==> src/rtl/rf_pkg.sv <==
// Shared types and widths for the register-file writeback arbiter.
package rf_pkg;
    localparam int ADDRESS_WIDTH = 5;
    localparam int DATA_WIDTH    = 32;

    typedef struct packed {
        logic                     we;
        logic [ADDRESS_WIDTH-1:0] rd;
        logic [DATA_WIDTH-1:0]    wd;
    } wb_req_t;

    typedef struct packed {
        logic [ADDRESS_WIDTH-1:0] rd;
        logic [DATA_WIDTH-1:0]    wd;
    } lu_entry_t;
endpackage

==> src/rtl/wb_fifo.sv <==
// Small FIFO buffering long-latency results until the write port is free.
module wb_fifo
    import rf_pkg::*;
#(
    parameter int FIFO_DEPTH = 2
) (
    input  logic      clk,
    input  logic      rst,
    input  logic      push,
    input  logic      pop,
    input  lu_entry_t din,
    output lu_entry_t head,
    output logic      full,
    output logic      empty
);
    localparam int PW = $clog2(FIFO_DEPTH);
    localparam logic [PW:0] PTR_ONE = 1;

    lu_entry_t   mem [FIFO_DEPTH];
    logic [PW:0] wr_ptr;
    logic [PW:0] rd_ptr;

    always_ff @(posedge clk) begin
        if (rst) begin
            wr_ptr <= '0;
            rd_ptr <= '0;
        end else begin
            if (push) wr_ptr <= wr_ptr + PTR_ONE;
            if (pop)  rd_ptr <= rd_ptr + PTR_ONE;
        end
    end

    // NOTE: storage is deliberately not reset; the pointers alone decide which entries are valid.
    always_ff @(posedge clk) begin
        if (push) mem[wr_ptr[PW-1:0]] <= din;
    end

    // Extra pointer bit distinguishes full from empty when the indices match.
    assign head  = mem[rd_ptr[PW-1:0]];
    assign empty = (wr_ptr == rd_ptr);
    assign full  = (wr_ptr[PW] != rd_ptr[PW]) && (wr_ptr[PW-1:0] == rd_ptr[PW-1:0]);
endmodule

==> src/rtl/rf_wb_arbiter.sv <==
// Arbitrates the single register-file write port between pipeline writeback and
// buffered long-latency results, and tracks registers with pending LU results.
module rf_wb_arbiter
    import rf_pkg::*;
#(
    parameter int ADDRESS_WIDTH = 5,
    parameter int DATA_WIDTH    = 32,
    parameter int FIFO_DEPTH    = 2,
    parameter int STARVE_LIMIT  = 4
) (
    input  logic                     clk,
    input  logic                     rst,
    input  logic                     pipe_we,
    input  logic [ADDRESS_WIDTH-1:0] pipe_rd,
    input  logic [DATA_WIDTH-1:0]    pipe_wd,
    input  logic                     lu_issue,
    input  logic [ADDRESS_WIDTH-1:0] lu_issue_rd,
    input  logic                     lu_valid,
    input  logic [ADDRESS_WIDTH-1:0] lu_rd,
    input  logic [DATA_WIDTH-1:0]    lu_wd,
    output logic                     lu_ready,
    input  logic [ADDRESS_WIDTH-1:0] dec_rs1,
    input  logic [ADDRESS_WIDTH-1:0] dec_rs2,
    input  logic [ADDRESS_WIDTH-1:0] dec_rd,
    output logic                     hazard,
    output logic                     wb_stall,
    output logic                     rf_we,
    output logic [ADDRESS_WIDTH-1:0] rf_ad,
    output logic [DATA_WIDTH-1:0]    rf_wd
);
    localparam int NREG = 2 ** ADDRESS_WIDTH;
    localparam int CW   = $clog2(STARVE_LIMIT + 1);
    localparam logic [CW-1:0] CNT_MAX = CW'(STARVE_LIMIT);
    localparam logic [CW-1:0] CNT_ONE = 1;

    lu_entry_t       head;
    logic            full;
    logic            empty;
    logic            push;
    logic            pop;
    logic            pipe_go;
    logic            starved;
    logic [CW-1:0]   starve_cnt;
    logic [NREG-1:0] busy;
    logic [NREG-1:0] busy_next;
    wb_req_t         sel;

    wb_fifo #(.FIFO_DEPTH(FIFO_DEPTH)) u_fifo (
        .clk   (clk),
        .rst   (rst),
        .push  (push),
        .pop   (pop),
        .din   ('{rd: lu_rd, wd: lu_wd}),
        .head  (head),
        .full  (full),
        .empty (empty)
    );

    assign starved  = (starve_cnt == CNT_MAX);
    assign wb_stall = starved && !rst;
    assign lu_ready = !full && !rst;
    assign push     = lu_valid && lu_ready;
    // A pipeline write to x0 is treated as idle so a buffered result can drain.
    assign pipe_go  = pipe_we && !wb_stall && (pipe_rd != '0);

    // NOTE: every combinational output gets a default first, so no path can infer a latch.
    always_comb begin
        sel = '{we: 1'b0, rd: '0, wd: '0};
        pop = 1'b0;
        if (!rst) begin
            if (pipe_go) begin
                sel = '{we: 1'b1, rd: pipe_rd, wd: pipe_wd};
            end else if (!empty) begin
                pop = 1'b1;
                sel = '{we: (head.rd != '0), rd: head.rd, wd: head.wd};
            end
        end
    end

    assign rf_we = sel.we;
    assign rf_ad = sel.rd;
    assign rf_wd = sel.wd;

    // Set is applied after clear so a same-cycle reissue keeps the register busy.
    always_comb begin
        busy_next = busy;
        if (pop) busy_next[head.rd] = 1'b0;
        if (lu_issue && (lu_issue_rd != '0)) busy_next[lu_issue_rd] = 1'b1;
        busy_next[0] = 1'b0;
    end

    // NOTE: sequential state uses non-blocking assignments so all registers update together at the edge.
    always_ff @(posedge clk) begin
        if (rst) begin
            busy       <= '0;
            starve_cnt <= '0;
        end else begin
            busy <= busy_next;
            if (pop) begin
                starve_cnt <= '0;
            end else if (!empty && !starved) begin
                starve_cnt <= starve_cnt + CNT_ONE;
            end
        end
    end

    assign hazard = !rst && (busy[dec_rs1] || busy[dec_rs2] || busy[dec_rd]);

    // The pipeline must honour wb_stall; a write presented anyway is dropped.
    assert property (@(posedge clk) disable iff (rst) !(pipe_we && wb_stall));
endmodule
==> config.mk <==
export PLATFORM = sky130hd
export DESIGN_NAME = rf_wb_arbiter
export DESIGN_NICKNAME = d
export VERILOG_FILES = /design/src/rtl/rf_pkg.sv /design/src/rtl/wb_fifo.sv /design/src/rtl/rf_wb_arbiter.sv
export SDC_FILE = /design/constraint.sdc
export NUM_CORES = 1
export LEC_CHECK = 0
export ABC_AREA = 1
export BUFFER_PORTS_ARGS = -buffer_cell sky130_fd_sc_hd__buf_2
export CORE_AREA = 2 2 126 128
export CTS_BUF_LIST = sky130_fd_sc_hd__clkbuf_8
export CTS_CLUSTER_SIZE = 14
export DETAILED_ROUTE_END_ITERATION = 8
export DIE_AREA = 0 0 128 130
export GPL_TIMING_DRIVEN = 1
export HOLD_SLACK_MARGIN = 0.12
export PLACE_DENSITY_LB_ADDON = 0.15
export SETUP_SLACK_MARGIN = 0.2
export SYNTH_ARGS = -nofsm -noshare
export SYNTH_HDL_FRONTEND = slang
export SYNTH_SLANG_ARGS = --single-unit
==> constraint.sdc <==
create_clock -name clk -period 4.7 [get_ports clk]
set_clock_uncertainty 0.15 [all_clocks]
set_input_delay 0.235 -clock clk [delete_from_list [all_inputs] [get_ports clk]]
set_output_delay 0.235 -clock clk [all_outputs]
set_load 0.02 [all_outputs]
==> summary.md, run 1 <==
The run finished with clean final reports. Global routing used 20.8% of the available tracks across all layers. The core region is 15400 µm².

Cell area after technology mapping: 5970 µm². The fraction of registers with async set or reset after synthesis works out to 0%. Gates resized during post-CTS repair numbered 0. After synthesis, the netlist uses 34 different library cells.

Counting flops with a built-in enable in the synthesized netlist gives 74. The worst-case headroom to the max-slew limit came out at 26.0%. Global routing finished with a remaining overflow of 0. The area of the die is 16600 µm², and the average via count per standard cell is 5.21. STA classifies the critical path startpoint as a flop.

The logs give 5414 for the via count of the first global-routing pass and 816 for the post-synth net total. In this run the remaining antenna-violating nets after routing total 0. The maximum resistive drop on vdd came out at 0.172 mV. From bottom edge to top edge, the die measures 130 µm. The first detailed-routing pass took 6 iterations.

The worst path needs 3100 ps of the cycle, external delays included. The busiest layer in global routing was met2. For met2 alone, demand over resource in global routing was 35.2%. The kind of critical path is reg2out. Synthesis produced a netlist whose cell count is 715.

Entering global routing, the biggest net connects 42 pins. The placement-stage cell area is 6760 µm². The tools report the number of buffers created by CTS as 17. After the last flow step, the layout net total stands at 992.

In the global route stage, met3 resource usage came out at 4.47%. Row generation in the floorplan step produced 46 rows. A synthesized cell averages 8.35 µm². For the sequential share of the synthesized area, the log shows 50.3%. Setup violations remaining at the end of the flow were counted as 0. Summed over all cells, the static leakage comes to 3.11 nW. The most used flip-flop cell after synthesis is sky130_fd_sc_hd__edfxtp_1. After detailed routing, the average wire length per cell comes to 15.3 µm. Clock tree synthesis found a total of 113 sinks.

The logs give 2720 ps for the signal arrival time at the worst endpoint and 140 for the I/O pin count. TritonCTS built the clock tree. Setup repair after global routing left no endpoint under its margin.

At the pin with the least slew margin, the transition time is 1110 ps. Buffers added to address setup during post-CTS repair amount to 0. The number of diodes added for antenna fixing is 0, and the number of antenna violations at the first check in global routing is 0. Fraction of met1 tracks used by global routing: 26.2%.

In the finished design, the share of the clock period the worst path needs comes to 66.0%. The H-tree was split into 4 levels. In this run, post-CTS hold repair placed 49 buffers. The congestion estimate from routability-driven global placement came to 0.901. Final count of hold timing violations: 0. The share of layout cells above drive strength 1 is 21.5%, and the routed wire length is 16800 µm. The highest fanout seen on the critical path is 34, and the maximum buffer depth of the clock tree is 2.

Cells fill 49.3% of the core in the end. The HPWL reported at the end of detailed placement is 12300 µm. STA classifies the critical path endpoint as an output pin.

The area growth from synthesis to layout is 27.4%. The tools report the total negative setup slack as 0 ps. Based on the critical path, the design can be clocked at up to 322 MHz.

The power per standard cell area was 319 nW/µm². Clock-pin slew was measured on the worst setup and hold paths at 70 ps. STA puts the critical path data required time at 4320 ps.

The number of max-slew violations in the final report came out at 0. In this run the worst hold path is classified as in2reg. The first-pass GRT wire length was 26900 µm. For this run, design rule violations remaining after detail routing come to 0.

After layout, the design draws a total of 2.43 mW. In this run the clock root is driven by a sky130_fd_sc_hd__clkbuf_8. Synthesis inferred 113 register bits. For this configuration, the core starts out at a cell density of 38.7%. After the first detailed-routing iteration, the DRC count stood at 363. At the later pin of the worst-skew pair, clock insertion delay measures 440 ps.

Measured along the x axis, the die boundary spans 128 µm. Port buffering added 139 buffers. For this run, the number of Yosys warnings is 0. Number of vias after detailed routing: 5705. With fillers left out, the area of the finished cells amounts to 7610 µm². The max-capacitance violation count came out at 0.
## registers in the layout (all words and copies together) (netlist names), named ones only
signal,flops
u_fifo.mem,74
busy,31
starve_cnt,3
u_fifo.wr_ptr,2
u_fifo.rd_ptr,2
## layout make-up
cell class	instances	area [µm²]
Clock inverter	14	126
Fill cell	1474	7820
Clock buffer	17	234
Sequential cell	113	3000
Tap cell	192	240
Multi-Input combinational cell	488	2500
Inverter	81	304
Timing Repair Buffer	190	1200
## Yosys cell counts (all sizes together), types with 3 or more instances
| library cell | count | share of area (%) |
|---|---|---|
| dfxtp | 39 | 13 |
| o32ai | 3 | 0.44 |
| clkbuf | 13 | 0.84 |
| buf | 20 | 2.1 |
| mux2i | 32 | 5.4 |
| edfxtp | 74 | 37 |
| inv | 80 | 5.0 |
| o21ai | 67 | 6.6 |
| a21oi | 38 | 3.2 |
| nor2 | 24 | 1.8 |
| nand2 | 171 | 11 |
| nand4 | 3 | 0.31 |
| or2 | 6 | 0.63 |
| nand3 | 136 | 11 |
## cell families after synthesis
family                   after synthesis  share of synthesized area (%)
AND/OR/NAND/NOR                      344                           25.4
buffers and inverters                114                           8.01
flip-flops                           113                           50.3
AO/OA/AOI/OAI                        109                           10.3
multiplexers                          32                           5.37
adder cells (fa/ha/maj)                2                          0.419
XOR/XNOR                               1                          0.147
## cells in the final DEF, fill, tap and decap left out, types with 17 or more instances in the layout
| cell | n |
|---|---|
| sky130_fd_sc_hd__a21oi_1 | 38 |
| sky130_fd_sc_hd__nor2_1 | 19 |
| sky130_fd_sc_hd__nand2_1 | 169 |
| sky130_fd_sc_hd__dfxtp_1 | 38 |
| sky130_fd_sc_hd__edfxtp_1 | 74 |
| sky130_fd_sc_hd__nand3_1 | 136 |
| sky130_fd_sc_hd__inv_1 | 80 |
| sky130_fd_sc_hd__buf_2 | 139 |
| sky130_fd_sc_hd__o21ai_0 | 49 |
| sky130_fd_sc_hd__dlygate4sd3_1 | 49 |
| sky130_fd_sc_hd__clkbuf_8 | 17 |
| sky130_fd_sc_hd__mux2i_1 | 32 |
## per-layer routing
| layer | part of all wire [%] | vias to the layer above | routed length, µm |
|---|---|---|---|
| li1 | - | 2781 | - |
| met1 | 43 | 2660 | 7240 |
| met2 | 49 | 228 | 8150 |
| met3 | 6.3 | 36 | 1050 |
| met4 | 2.2 | 0 | 364 |
| met5 | 0 | - | 0 |
## critical path, cell delays in order (launching register included)
cell and delay (ps):
sky130_fd_sc_hd__dfxtp_1 330, sky130_fd_sc_hd__inv_1 80, sky130_fd_sc_hd__ha_1 160, sky130_fd_sc_hd__nand2_1 120, sky130_fd_sc_hd__nor2_2 130, sky130_fd_sc_hd__nor2_2 70
sky130_fd_sc_hd__nand2_4 100, sky130_fd_sc_hd__clkinv_1 700, sky130_fd_sc_hd__nand3_1 280, sky130_fd_sc_hd__o21ai_0 120, sky130_fd_sc_hd__buf_2 190
## stage by stage
stage,worst slack (ps),hold WS (ps),std cells
after floorplan,1490,184,715
after global placement,2020,273,1015
after detailed placement,1890,276,1015
after CTS,1540,219,1095
after global routing,1310,252,1095
final,1600,244,1095
## power breakdown
group          switching [mW]  leakage (nW)  internal, mW
sequential             0.0169         0.994          1.10
clock                   0.384         0.186         0.455
combinational           0.303          1.93         0.169
## final timing paths
| check | startpoint | endpoint | slack [ps] | cells after the start |
|---|---|---|---|---|
| setup / recovery | starve_cnt[0]$_SDFFE_PP0P_ | rf_wd[0] | 1600 | 10 |
| hold / removal | rst | busy[13]$_SDFF_PP0_ | 240 | 2 |
| setup reg to reg | u_fifo.wr_ptr[0]$_SDFFE_PP0P_ | u_fifo.mem[1][25]$_DFFE_PP_ | 2240 | 5 |
| hold reg to reg | u_fifo.rd_ptr[1]$_SDFFE_PP0N_ | u_fifo.rd_ptr[1]$_SDFFE_PP0N_ | 350 | 2 |
Power figures use the tool's default switching activity.
==> run 2: changes to the inputs <==
--- a/config.mk
+++ b/config.mk
@@ -5,13 +5,13 @@
 export SDC_FILE = /design/constraint.sdc
 export NUM_CORES = 1
 export LEC_CHECK = 0
-export ABC_AREA = 1
+export ABC_AREA = 0
 export BUFFER_PORTS_ARGS = -buffer_cell sky130_fd_sc_hd__buf_2
-export CORE_AREA = 2 2 126 128
+export CORE_AREA = 2 2 122 124
 export CTS_BUF_LIST = sky130_fd_sc_hd__clkbuf_8
 export CTS_CLUSTER_SIZE = 14
 export DETAILED_ROUTE_END_ITERATION = 8
-export DIE_AREA = 0 0 128 130
+export DIE_AREA = 0 0 124 126
 export GPL_TIMING_DRIVEN = 1
 export HOLD_SLACK_MARGIN = 0.12
 export PLACE_DENSITY_LB_ADDON = 0.15
==> constraint.sdc (replaced) <==
create_clock -name clk -period 2.7 [get_ports clk]
set_clock_uncertainty 0.15 [all_clocks]
set_input_delay 0.135 -clock clk [delete_from_list [all_inputs] [get_ports clk]]
set_output_delay 0.135 -clock clk [all_outputs]
set_load 0.02 [all_outputs]
==> run 2 against run 1 <==
Die area fell by 6.1%. Critical path type unchanged. Largest power group unchanged. Largest cell class unchanged. Highest routed layer unchanged. Final area down 0.59%. Wire length down 7.0%. Critical path depth decreased by 4. Sequential power grew 76%. Worst hold slack better by 36 ps.
==> summary.md, run 2 <==
The run finished with clean final reports. For the maximum buffer depth of the clock tree, the log shows 2 (unchanged). The die width was 124 µm (-3.1%); the first-pass GRT wire length was 24100 µm (-10%).

The core box area is 14300 µm² (-7.2%), and the power per standard cell area is 593 nW/µm² (+86%). The number of flops mapped to enable cells by yosys came out at 74 (unchanged). The tools report the total routing usage reported by global routing as 20.0% (-0.85 points).

Mean instance size in the synthesized netlist: 11.1 µm² (+33%). The final instance count without filler cells is 901 (-18%). The number of diodes added for antenna fixing is 0 (unchanged).

The startpoint of the tightest hold check path is lu_wd[11]. TritonCTS built the clock tree. The endpoint identified for the worst register-to-register timing path is u_fifo.mem[1][35]$_DFFE_PP_.

The run gives 15600 µm² (-6.1%) as the area of the die. The fill cell instance count of the final layout is 1275 (-14%), and the synthesized instance count is 503 (-30%). Static timing analysis puts the maximum clock frequency at 415 MHz.

The final count of hold timing violations was 0 (unchanged). Leading cell type by number of instances after synthesis: sky130_fd_sc_hd__nand2_1. Relative to the synthesized area, the layout overhead comes to 35.1%. The net count of the finished layout is 805 (-19%), and the depth of the worst register-to-register path is 4 (-1). The reported leakage power was 2.88 nW (-7.5%); the clock transition at the registers of the reported paths was 70 ps (about the same). The smallest clock period supported by the final layout is computed as 2410 ps. Number of distinct library cells after synthesis: 52 (+53%).

The tools report the worst reg2reg path startpoint as u_fifo.wr_ptr[0]$_SDFFE_PP0P_. The cell area after technology mapping is 5600 µm² (-6.2%). Number of buffers created by CTS: 17 (unchanged).

The routed wire length is 15600 µm (-7.0%), and the die height is 126 µm (-3.1%). The remaining global-route overflow came out at 0 (unchanged). Commonest non-fill, non-tap cell in the layout: sky130_fd_sc_hd__buf_2.

The average via count per standard cell was 5.27 (+1.2%). The tightest min-delay check is of the in2reg type. The biggest area contributor in the post-synthesis netlist is sky130_fd_sc_hd__edfxtp_1.

The total negative setup slack was 0 ps (unchanged). The logs give 4 (unchanged) for the maximum level of the CTS H-tree and 604 (-26%) for the post-synth net total. The maximum resistive drop on vdd is 0.323 mV (+88%). The sequential cell area is 3010 µm² (+0.17%), and the max-capacitance violation count is 0 (unchanged). The post-detailed-route wirelength per cell is 17.3 µm (+13%). For the number of max-slew violations in the final report, the log shows 0 (unchanged). Number of warning messages in the yosys log: 0 (unchanged). The setup-violating endpoint count in the final report came out at 0 (unchanged). For the clock sink count, the log shows 113 (unchanged).

The number of vias after detailed routing came out at 4751 (-17%). Sorting the synthesized cells by how often they occur yields sky130_fd_sc_hd__nand2_1, sky130_fd_sc_hd__edfxtp_1, sky130_fd_sc_hd__o21ai_0, sky130_fd_sc_hd__mux2i_1, sky130_fd_sc_hd__dfxtp_1. The initial cell density of the core is 39.1% (+0.41 points), and the share of layout cells above drive strength 1 is 31.5% (+10 points).

The number of cells on the worst hold path is 2 (unchanged). The final critical-path share of the clock period was 89.3%. The root buffer cell is sky130_fd_sc_hd__clkbuf_8. The row count is 44 (-4.3%). The setup path with the least slack is of type reg2out.

For the number of search-and-repair iterations in the first detailed-routing pass, the log shows 7 (+1). Setup repair after global routing could not meet its margin everywhere. The remaining antenna violation count was 0 (unchanged).

Leaving out fill and tap cells, the most frequent cells in the layout are sky130_fd_sc_hd__buf_2, sky130_fd_sc_hd__nand2_1, sky130_fd_sc_hd__edfxtp_1, sky130_fd_sc_hd__o21ai_0, sky130_fd_sc_hd__dlygate4sd3_1. The pin slew with the least headroom to its limit works out to 618 ps (-489 ps). The run gives 420 ps (-20 ps) as the clock latency on the worst-skew pair.

The flip-flop count of the largest register after layout is 74 (unchanged). The most used flip-flop cell after synthesis is sky130_fd_sc_hd__edfxtp_1. The fraction of registers with async set or reset after synthesis was 0% (unchanged). The highest fanout seen on the critical path is 4 (-88%), and the number of instances in the placed design is 809 (-20%). Maximum number of pins on one net before global-route repair: 42 (unchanged). The flop-to-flop setup slack came out at 540 ps (-1700 ps). The path with the worst hold slack has its endpoint at u_fifo.mem[0][11]$_DFFE_PP_.

The multi-input combinational cell area was 2510 µm² (+0.45%); the I/O pin count was 140 (unchanged). The worst setup path is captured at an output pin. The data required time of the worst path is 2410 ps (-1910 ps).

The run gives 53.6% (+3.3 points) as the sequential share of the synthesized area. The signal arrival time at the worst endpoint was 2130 ps (-590 ps). The logs give 0 (unchanged) for the DRC violation count after routing and 10700 µm (-13%) for the HPWL reported at the end of detailed placement. In the post-synthesis netlist, the biggest area contributors are sky130_fd_sc_hd__edfxtp_1, sky130_fd_sc_hd__dfxtp_1, sky130_fd_sc_hd__mux2i_1. The register bit total from synthesis is 113 (unchanged), and the worst-case headroom to the max-slew limit is 58.7% (+33 points). The violation count after the first detailed-routing iteration is 243 (-33%), and the count of buffers from port buffering is 139 (unchanged).

The fraction of synthesized cell area taken by the top area cell type was 39.7% (+2.5 points). The tools report the via count of the first global-routing pass as 4804 (-11%). The number of antenna violations at the first check in global routing was 0 (unchanged).

The global placement routability congestion was 0.805 (-11%). The worst setup path is launched from a flop.
[run 2: cell types whose count changed in the layout (fill, tap and decap cells not counted), moves of 11 or more]
cell,previous run,this run
sky130_fd_sc_hd__o21ai_0,49,64
sky130_fd_sc_hd__buf_4,2,14
sky130_fd_sc_hd__mux4_2,0,18
sky130_fd_sc_hd__inv_1,80,9
sky130_fd_sc_hd__mux2i_1,32,43
sky130_fd_sc_hd__nand2_1,169,84
sky130_fd_sc_hd__o21ai_2,12,0
sky130_fd_sc_hd__nand3_1,136,7
[run 2: layout make-up]
class,count,share of cell area [%]
Sequential cell,113,39.8
Clock buffer,17,3.09
Timing Repair Buffer,208,18.6
Clock inverter,15,2.00
Tap cell,184,3.04
Inverter,7,0.348
Multi-Input combinational cell,357,33.2
[run 2: how the worst max path moves through the flow]
stage                                        from                         end  slack, ps
floorplan           u_fifo.wr_ptr[0]$_SDFFE_PP0P_  u_fifo.mem[0][0]$_DFFE_PP_        380
global placement                       pipe_rd[0]                    rf_ad[2]        340
detailed placement                     pipe_rd[0]                    rf_ad[1]        360
CTS                                          flop                       rf_we        200
global route                   busy[6]$_SDFF_PP0_                      hazard        180
finish                         busy[6]$_SDFF_PP0_                      hazard        290
[run 2: routing by layer]
layer / vias to the layer above / wire length (µm) / global-route usage (%)
li1: 2278 / - / -
met1: 2310 / 6630 / 25.4
met3: 11 / 891 / 3.89
met2: 152 / 7930 / 33.5
met4: 0 / 177 / 7.47
met5: - / 0 / 0
[run 2: report_power, final]
group	internal (mW)	switching [mW]
Combinational	0.409	0.547
Clock	0.887	0.672
Sequential	1.93	0.0449
Total	3.22	1.26
[run 2: worst max-delay path, cell delays in order (launching register included)]
cell and delay [ps]:
sky130_fd_sc_hd__dfxtp_1 390, sky130_fd_sc_hd__mux4_2 290, sky130_fd_sc_hd__mux2i_1 90, sky130_fd_sc_hd__a2111oi_2 340
sky130_fd_sc_hd__and4b_1 230, sky130_fd_sc_hd__a41oi_1 170, sky130_fd_sc_hd__buf_2 190
[run 2: logic make-up after synthesis]
| group | Yosys count | synth area share [%] |
|---|---|---|
| xor+xnor | 9 | 1.41 |
| mux | 68 | 16.3 |
| fa+ha+maj | 2 | 0.447 |
| compound gates | 129 | 13.1 |
| buf+inv | 34 | 2.68 |
| simple gates | 148 | 12.4 |
| flops | 113 | 53.6 |
[run 2: timing repair]
| item | CTS | global route |
|---|---|---|
| setup endpoints to repair | 37 | 39 |
| gates cloned | 0 | 2 |
| endpoints found under the hold margin | 108 | 0 |
| hold buffers | 51 | 0 |
| setup buffers | 0 | 7 |
| pin swaps | 0 | 4 |
| gates resized for setup | 6 | 15 |
[run 2: per-stage QoR]
step | hold WS (ps) | utilization [%] | worst slack, ps | cell area, µm² | total power, mW
floorplan | 83.9 | - | 378 | 5610 | 2.54
global placement | 175 | 45.4 | 344 | 6500 | 2.82
detailed placement | 178 | 45.4 | 358 | 6500 | 2.84
CTS | 164 | 51.9 | 203 | 7420 | 4.46
global route | 268 | 52.8 | 181 | 7560 | 4.69
finish | 280 | 52.8 | 289 | 7560 | 4.49
==> run 3: changes to the inputs <==
--- a/config.mk
+++ b/config.mk
@@ -7,14 +7,15 @@
 export LEC_CHECK = 0
 export ABC_AREA = 0
 export BUFFER_PORTS_ARGS = -buffer_cell sky130_fd_sc_hd__buf_2
-export CORE_AREA = 2 2 122 124
+export CORE_AREA = 2 2 109 111
 export CTS_BUF_LIST = sky130_fd_sc_hd__clkbuf_8
 export CTS_CLUSTER_SIZE = 14
 export DETAILED_ROUTE_END_ITERATION = 8
-export DIE_AREA = 0 0 124 126
+export DIE_AREA = 0 0 111 113
 export GPL_TIMING_DRIVEN = 1
 export HOLD_SLACK_MARGIN = 0.12
 export PLACE_DENSITY_LB_ADDON = 0.15
+export REMOVE_ABC_BUFFERS = 1
 export SETUP_SLACK_MARGIN = 0.2
 export SYNTH_ARGS = -nofsm -noshare
 export SYNTH_HDL_FRONTEND = slang
==> run 3 against run 2 <==
Clock power is 8% higher. Fmax up 0.71%. First-iteration DRC count up 40%. Final cell count fell by 4.8%. Critical path depth unchanged. Utilization grew 14 points. Clock-buffer cell count unchanged. Setup slack gained 17 ps. Sequential share of layout area decreased by 0.14 points. Global-route usage is 2.5 points higher. Sequential power about the same. Die area fell by 20%. Largest power group unchanged.
==> summary.md, run 3 (synthesis results as in run 2) <==
The signal arrival time at the worst endpoint was 2110 ps (-20 ps); the DRC violation count after routing was 0 (unchanged). Flop-to-flop setup slack: 510 ps (-30 ps). Worst-case headroom to the max-slew limit: 57.3% (-1.4 points).

The core box area is 11300 µm² (-21%). The power dissipated by switching net loads came out at 1.27 mW (+0.63%). The cell at the slowest stage of the critical path is sky130_fd_sc_hd__mux4_2. Count of buffers from port buffering: 139 (unchanged). The signal on the critical path passes through mux4_2, or4b_1, nand2_1, nor4_1, a41oi_1, buf_2. The clock sink count came out at 113 (unchanged). The number of search-and-repair iterations in the first detailed-routing pass is 7 (unchanged), and the proportion of power drawn by combinational gates is 20.2% (-1.1 points). The run gives 339 (+40%) as the violation count after the first detailed-routing iteration. The routed wire length is 14500 µm (-6.9%). Wire length on met1: 5860 µm (-12%).

Row count: 39 (-11%). The total length of routed met2 wires came out at 7220 µm (-9.0%). The initial cell density of the core came out at 49.7% (+11 points). The total routing usage reported by global routing came out at 22.5% (+2.5 points).

The tools report the endpoint of the most critical register-to-register path as u_fifo.mem[1][14]$_DFFE_PP_. The shortest period the worst path allows works out to 2390 ps (-17.1 ps). Setup repair after global routing left no endpoint under its margin.

In the layout the commonest cells are sky130_fd_sc_hd__buf_2, sky130_fd_sc_hd__nand2_1, sky130_fd_sc_hd__edfxtp_1, sky130_fd_sc_hd__o21ai_0, sky130_fd_sc_hd__dlygate4sd3_1. The maximum cell stage delay along the critical path was 480 ps (+90 ps); the detailed-routed wire length on met3 was 1170 µm (+31%). The worst setup path is captured at an output pin. The tools report the via count of the first global-routing pass as 4666 (-2.9%). Maximum number of pins on one net before global-route repair: 42 (unchanged). The worst path buffer plus inverter count is 1 (unchanged), and the net count of the finished layout is 803 (-0.25%). The global placement routability congestion is 0.907 (+13%), and the I/O pin count is 140 (unchanged). The worst min-delay path class was in2reg. The clock latency on the worst-skew pair is 430 ps (about the same), and the reported leakage power is 2.88 nW (about the same). Data required time of the worst path: 2410 ps (about the same).

The logs give 0.449 mV (+39%) for the maximum resistive drop on vdd and 36.6% (+1.8 points) for the part of the total power dissipated in the clock network. The logs give 534 ps (+176 ps) for the pre-CTS worst setup slack and 0 (unchanged) for the max-capacitance violation count. In this run the top signal layer used is met4. Kind of critical path: reg2out. The maximum level of the CTS H-tree is 4 (unchanged), and the final worst hold slack is 203 ps (-76.9 ps). The internal power came out at 3.33 mW (+3.3%). Final critical-path share of the clock period: 88.7% (-0.63 points). The endpoint of the worst hold-timing path was u_fifo.mem[0][11]$_DFFE_PP_. The sequential cell area was 3010 µm² (about the same). The clock transition at the registers of the reported paths is 70 ps (about the same). The area growth from synthesis to layout was 35.5%. The run gives 17 (unchanged) as the number of buffers created by CTS.

The logs give 4787 (+0.76%) for the number of vias after detailed routing and 0 (unchanged) for the number of max-slew violations in the final report. The run finished with clean final reports. For the number of antenna violations at the first check in global routing, the log shows 0 (unchanged). The remaining antenna violation count was 0 (unchanged).

The multi-input combinational cell area is 2550 µm² (+1.6%). Commonest non-fill, non-tap cell in the layout: sky130_fd_sc_hd__buf_2. Worst reg2reg path startpoint: u_fifo.wr_ptr[0]$_SDFFE_PP0P_. The highest fanout seen on the critical path is 4 (unchanged). TritonCTS built the clock tree. The HPWL reported at the end of detailed placement is 9740 µm (-8.8%). The power per standard cell area came out at 606 nW/µm² (+2.2%). The flip-flop count of the largest register after layout is 74 (unchanged).

The tools report the area of the die as 12500 µm² (-20%). The tools report the fill cell instance count of the final layout as 818 (-36%). The peak clock frequency supported by timing is 418 MHz (+0.71%), and the die height is 113 µm (-10%).

The run gives 2 (unchanged) as the maximum buffer depth of the clock tree. The depth of the worst register-to-register path is 4 (unchanged), and the sequential cell fraction of total power is 43.3% (-0.6 points). The post-detailed-route wirelength per cell was 16.9 µm (-2.3%). In this design, the largest share of critical-path delay is due to simple AND/OR/NAND/NOR gates. The share of layout cells above drive strength 1 is 31.7% (+0.23 points). The tools report the final count of hold timing violations as 0 (unchanged). Startpoint class of the critical path: a flop.

The worst hold path begins at lu_valid. The switching portion of total power is 27.7% (-0.52 points), and the pin slew with the least headroom to its limit is 640 ps (+21.7 ps). The worst-case setup margin in the final layout came out at 306 ps (+17.1 ps).

The first-pass GRT wire length is 22400 µm (-7.1%), and the total design power is 4.60 mW (+2.5%). The number of diodes added for antenna fixing was 0 (unchanged); the setup-violating endpoint count in the final report was 0 (unchanged). The die width is 111 µm (-10%). In this run the clock root is driven by a sky130_fd_sc_hd__clkbuf_8.

The average via count per standard cell came out at 5.58 (+5.8%). The remaining global-route overflow came out at 0 (unchanged). The number of cells on the worst hold path was 4 (+2).
==> run 3: cell type report <==
class                           instances  share of cell area, %
Sequential cell                       113                   39.7
Multi-Input combinational cell        357                   33.6
Clock inverter                         15                   2.54
Inverter                                7                  0.346
Tap cell                              143                   2.36
Clock buffer                           17                   3.08
Timing Repair Buffer                  206                   18.4
==> run 3: power groups by stage <==
| stage | registers [mW] | logic (mW) | clock network (mW) |
|---|---|---|---|
| after floorplan | 2.04 | 0.466 | 0 |
| after global placement | 2.02 | 0.780 | 0 |
| after detailed placement | 2.02 | 0.791 | 0 |
| after CTS | 1.98 | 0.861 | 1.71 |
| after global routing | 2.00 | 1.01 | 1.78 |
| final | 1.99 | 0.928 | 1.68 |
==> run 3: repair_timing <==
item / in CTS / in global routing
gates cloned: 0 / 2
pin swaps: 0 / 6
hold buffers: 52 / 0
endpoints found under the setup margin: 34 / 39
buffers inserted: 0 / 7
endpoints found under the hold margin: 108 / 0
resized for setup: 7 / 19
==> run 3: worst max-delay path by stage <==
stage / startpoint / endpoint / slack [ps] / depth (start not counted)
6_report: busy[7]$_SDFF_PP0_ / hazard / 310 / 6
5_1_grt: starve_cnt[0]$_SDFFE_PP0P_ / rf_wd[10] / 200 / 9
4_1_cts: starve_cnt[0]$_SDFFE_PP0P_ / rf_wd[26] / 200 / 9
3_5_place_dp: pipe_rd[0] / rf_ad[0] / 530 / 7
3_3_place_gp: u_fifo.wr_ptr[0]$_SDFFE_PP0P_ / u_fifo.mem[1][3]$_DFFE_PP_ / 580 / 4
2_1_floorplan: u_fifo.wr_ptr[1]$_SDFFE_PP0P_ / u_fifo.mem[0][0]$_DFFE_PP_ / -550 / 4
==> run 3: through the flow <==
step	cells	util [%]	setup TNS [ps]	cell area, µm²
3_3_place_gp	765	57.2	0	6450
4_1_cts	849	65.8	0	7420
2_1_floorplan	476	-	-20550	5470
5_1_grt	858	67.3	0	7580
3_5_place_dp	765	57.2	0	6450
6_report	858	67.3	0	7580
==> run 3: worst min-delay path: cells and delay by family <==
| kind | cells | cell delay [ps] |
|---|---|---|
| and+or+nand+nor | 2 | 170 |
| buffers and inverters | 2 | 280 |
==> run 3: routing by layer <==
layer / vias to the layer above / GRT usage, %
met5: - / 0
met4: 0 / 8.58
met3: 22 / 4.93
met2: 221 / 38.1
met1: 2268 / 28.5
li1: 2276 / -
